### src/rtl/skew_delay_array_pkg.sv
// Shared depth arithmetic for the skew/deskew array; feeders and collectors use
// the same functions to align latency with the lanes they face.
package skew_delay_array_pkg;

  // Depth of lane k: grows with k in skew mode, shrinks with k in deskew mode.
  function automatic int unsigned lane_depth(input int unsigned k, input int unsigned lanes,
                                             input int unsigned base, input int unsigned step,
                                             input bit reverse);
    return reverse ? base + (lanes - 1 - k) * step : base + k * step;
  endfunction

  function automatic int unsigned max_depth(input int unsigned lanes, input int unsigned base,
                                            input int unsigned step);
    return base + (lanes - 1) * step;
  endfunction

  function automatic int unsigned total_stages(input int unsigned lanes, input int unsigned base,
                                               input int unsigned step, input bit reverse);
    int unsigned sum;
    sum = 0;
    for (int unsigned k = 0; k < lanes; k++) begin
      sum += lane_depth(k, lanes, base, step, reverse);
    end
    return sum;
  endfunction

endpackage

### src/rtl/skew_delay_array_lane.sv
// Single stall-able delay lane of DEPTH {valid, data} stages; DEPTH=0 is a wire.
module skew_lane #(
  parameter int unsigned WIDTH = 32,
  parameter int unsigned DEPTH = 1
) (
  input  logic             clk,
  input  logic             reset,
  input  logic             en,
  input  logic             flush,
  input  logic             in_valid,
  input  logic [WIDTH-1:0] in_data,
  output logic             out_valid,
  output logic [WIDTH-1:0] out_data,
  output logic             stage_busy
);

  if (DEPTH == 0) begin : g_pass
    logic unused_clk_reset;
    assign unused_clk_reset = clk ^ reset;
    assign out_valid        = in_valid & en & ~flush;
    assign out_data         = in_data;
    assign stage_busy       = 1'b0;
  end else begin : g_pipe
    logic [DEPTH-1:0] valid_q;
    logic [WIDTH-1:0] data_q [DEPTH];

    // Flush clears like reset and wins over en, so a same-cycle input is dropped.
    always_ff @(posedge clk) begin
      if (reset || flush) begin
        valid_q <= '0;
        for (int i = 0; i < int'(DEPTH); i++) begin
          data_q[i] <= '0;
        end
      end else if (en) begin
        valid_q[0] <= in_valid;
        data_q[0]  <= in_data;
        for (int i = 1; i < int'(DEPTH); i++) begin
          valid_q[i] <= valid_q[i-1];
          data_q[i]  <= data_q[i-1];
        end
      end
    end

    assign out_valid  = valid_q[DEPTH-1];
    assign out_data   = data_q[DEPTH-1];
    assign stage_busy = |valid_q;
  end

endmodule

### src/rtl/skew_delay_array.sv
// Multi-lane delay array: lane k delayed by lane_depth(k) en-edges, producing or
// removing the diagonal skew at a systolic array boundary.
module skew_delay_array
  import skew_delay_array_pkg::*;
#(
  parameter int unsigned WIDTH   = 32,
  parameter int unsigned LANES   = 4,
  parameter int unsigned BASE    = 1,
  parameter int unsigned STEP    = 1,
  parameter int unsigned REVERSE = 0
) (
  input  logic                   clk,
  input  logic                   reset,
  input  logic                   en,
  input  logic                   flush,
  input  logic                   in_valid,
  input  logic [LANES*WIDTH-1:0] in_data,
  output logic [LANES-1:0]       out_valid,
  output logic [LANES*WIDTH-1:0] out_data,
  output logic                   busy
);

  if (LANES < 1 || WIDTH < 1) begin : g_param_err
    $error("skew_delay_array: LANES and WIDTH must both be at least 1");
  end

  logic [LANES-1:0] lane_busy;

  for (genvar k = 0; k < LANES; k++) begin : g_lane
    skew_lane #(
      .WIDTH(WIDTH),
      .DEPTH(lane_depth(k, LANES, BASE, STEP, REVERSE != 0))
    ) u_lane (
      .clk       (clk),
      .reset     (reset),
      .en        (en),
      .flush     (flush),
      .in_valid  (in_valid),
      .in_data   (in_data[k*WIDTH +: WIDTH]),
      .out_valid (out_valid[k]),
      .out_data  (out_data[k*WIDTH +: WIDTH]),
      .stage_busy(lane_busy[k])
    );
  end

  assign busy = |lane_busy;

endmodule

### config.mk
export PLATFORM = sky130hd
export DESIGN_NAME = skew_delay_array
export DESIGN_NICKNAME = d
export VERILOG_FILES = /design/src/rtl/skew_delay_array_pkg.sv /design/src/rtl/skew_delay_array_lane.sv /design/src/rtl/skew_delay_array.sv
export SDC_FILE = /design/constraint.sdc
export NUM_CORES = 1
export LEC_CHECK = 0
export CAP_MARGIN = 30
export CORE_ASPECT_RATIO = 0.75
export CORE_UTILIZATION = 55
export CTS_CLUSTER_DIAMETER = 60
export DETAILED_ROUTE_END_ITERATION = 10
export PLACE_DENSITY = 0.85
export SYNTH_ARGS = -nofsm -noshare
export SYNTH_HDL_FRONTEND = slang
export SYNTH_SLANG_ARGS = --single-unit
### constraint.sdc
create_clock -name clk -period 13.5 [get_ports clk]
set_input_delay 1.35 -clock clk [delete_from_list [all_inputs] [get_ports clk]]
set_output_delay 1.35 -clock clk [all_outputs]
set_load 0.05 [all_outputs]
==> reports/results.ini <==
[outcome]
status = completed

[cts]
numCtsBuffers = 31
clk_pin_slew_ps = 60
cts-root-buf = clkbuf_16
post_cts_buffers = 0
clockBufferDepth = 3
htree_levels = 1
tritoncts = built
clock_sinks = 324
hold_buffers = 0
ctsResizeCount = 0
clk_latency_ps = 530

[routing]
drt-total-wl_mm = 20.3
first_pass_iters = 4
drt_iter0_markers = 412
avgRoutedWirePerCell_um = 16.0
ant_nets = 0
detailroute.via_count = 6071
vias_per_cell = 4.77
route.detailed.drc = 0

[timing]
maxSlewViolCount = 0
setup_viol = 0
fin_hold_ws_ps = 510
post-route-period-util = 0.259
relSlewSlack = 0.385
skew_ps = 5.99
fmax_mhz = 286
grt_setup_unrepaired = no
worstMarginPinSlew_ps = 922
final.setup.tns_ps = 0
period_needed_ps = 3490
hold_viol_final = 0

[critical_path]
crit_fanout = 4
slowest_delay_ps = 730
worst_setup_path_start_kind = register
end_kind = output pin
crit_type = reg -> out
cp.arrival_ps = 2140
cp_cell_sequence = or4_1 -> clkdlybuf4s50_1
slowest_stage = clkdlybuf4s50_1
critPathRequiredTime_ps = 12150

[flow_run]
maxCapViolations = 0

[cells_and_area]
utilization = 0.713
multiInputGateArea_um2 = 2100
regArea_um2 = 9690
layout.nets = 1091
layout-drive-gt1-share = 0.0501
antenna_cells = 0
syn2layout_area_growth_pct = 26.7
fillers = 1413
fin_area_um2 = 15800

[synth]
syn_nets = 893
synth.avg_cell_area_um2 = 16.4
syn-cell-area_um2 = 12500
ys_ff_latch = 324
ys_types = 12
ys_seq_area_frac = 0.776
synth_cells = 760
synth_warnings = 0

[global_routing]
grt_pass1_wl_mm = 30.8
grt_pass1_vias = 5854
grt_antenna_before_repair = 0
grt_usage = 0.171
grt_max_degree = 320
overflow = 0

[power_and_ir_drop]
power_leakage_nw = 6.19
share_clk_of_total_power = 0.369
p_int_w = 0.00168
swShare = 0.213
pwr-share-seq = 0.546
p_total_w = 0.00214
irDropWorstVdd_mv = 0.110
power_density_nw_per_um2 = 135
power_switching_w = 0.000455
p_comb_frac = 0.085

[placement]
gp_congestion = 0.750
placed_area_um2 = 14900
portBuffers = 265
dp_hpwl_mm = 12.7

[die]
dieArea_um2 = 23300
initial_core_util = 0.563
core_um2 = 22200
rows = 47
io_pins = 266
die_h_um = 132
die_x_um = 176

[min_path]
min_path_type = reg -> reg

## synth_stat cells
cell	instances	area, um^2
nor3_1	5	25.0
nand2_1	1	3.75
nor3b_4	1	18.8
edfxtp_1	320	9610
buf_4	72	541
or3_1	1	6.26
mux2i_1	4	40.0
clkbuf_2	31	155
buf_2	1	5.00
dfxtp_1	4	80.1
and2_1	319	2000
or4_1	1	7.51
## registers in the layout, indices dropped and copies added (netlist names)
name,count
g_lane.u_lane.g_pipe.data_q,320
g_lane.u_lane.g_pipe.valid_q,4
## cells in the final DEF, fill, tap and decap left out, types with 2 or more instances in the layout
| cell type | instances |
|---|---|
| clkdlybuf4s50_1 | 265 |
| mux2i_1 | 4 |
| clkbuf_1 | 5 |
| clkinv_1 | 5 |
| dfxtp_1 | 4 |
| clkbuf_8 | 3 |
| and2_1 | 319 |
| clkbuf_16 | 31 |
| buf_12 | 2 |
| clkinv_2 | 6 |
| nor3_1 | 5 |
| edfxtp_1 | 320 |
## final timing paths
| check | from | end | slack [ps] | cells after the start |
|---|---|---|---|---|
| hold / removal | g_lane[2].u_lane.g_pipe.data_q[0][6] | g_lane[2].u_lane.g_pipe.data_q[0][38] | 510 | 1 |
| setup reg to reg | g_lane[2].u_lane.g_pipe.data_q[0][63] | g_lane[2].u_lane.g_pipe.data_q[0][95] | 12640 | 2 |
| hold reg to reg | g_lane[2].u_lane.g_pipe.data_q[0][6] | g_lane[2].u_lane.g_pipe.data_q[0][38] | 510 | 1 |
| setup / recovery | g_lane[3].u_lane.g_pipe.valid_q[0] | busy | 10010 | 2 |
## layer usage
| layer | global-route usage | part of all wire |
|---|---|---|
| met2 | 0.288 | 0.50 |
| met1 | 0.222 | 0.42 |
| met4 | 0.0536 | 0.027 |
| met5 | 0 | 0 |
| met3 | 0.0397 | 0.058 |
## critical path, delay by kind of cell, from the launching register on
| family | cells | cell delay [ps] |
|---|---|---|
| simple gates | 1 | 550 |
| buf+inv | 1 | 730 |
| flops | 1 | 340 |
## power groups by stage
stage	Sequential (W)	Combinational [W]	Clock [W]
4_1_cts	0.00117	0.000184	0.000806
5_1_grt	0.00117	0.000191	0.000841
6_report	0.00117	0.000182	0.000788
3_5_place_dp	0.00119	0.000183	0
3_3_place_gp	0.00118	0.000180	0
2_1_floorplan	0.00123	0.0000756	0
## kinds of logic (layout without fill, tap and decap cells)
| family | after synthesis | after routing | share of synthesized area |
|---|---|---|---|
| and+or+nand+nor | 328 | 328 | 0.165 |
| DFF | 324 | 324 | 0.776 |
| buffers and inverters | 104 | 322 | 0.0561 |
| muxes | 4 | 4 | 0.00321 |
## through the flow
| step | setup slack, ps | std cells |
|---|---|---|
| 3_3_place_gp | 9400 | 1218 |
| 4_1_cts | 9990 | 1272 |
| 6_report | 10010 | 1272 |
| 2_1_floorplan | 4480 | 760 |
| 3_5_place_dp | 9580 | 1219 |
| 5_1_grt | 9930 | 1272 |
## layout make-up
cell class,count,share of cell area
clock inverters,14,0.00601
flip-flops and latches,324,0.613
multi-input cells,332,0.133
well taps,294,0.0233
clock buffers,39,0.0528
repair buffers,269,0.172
(Power assumes the default switching activity.)
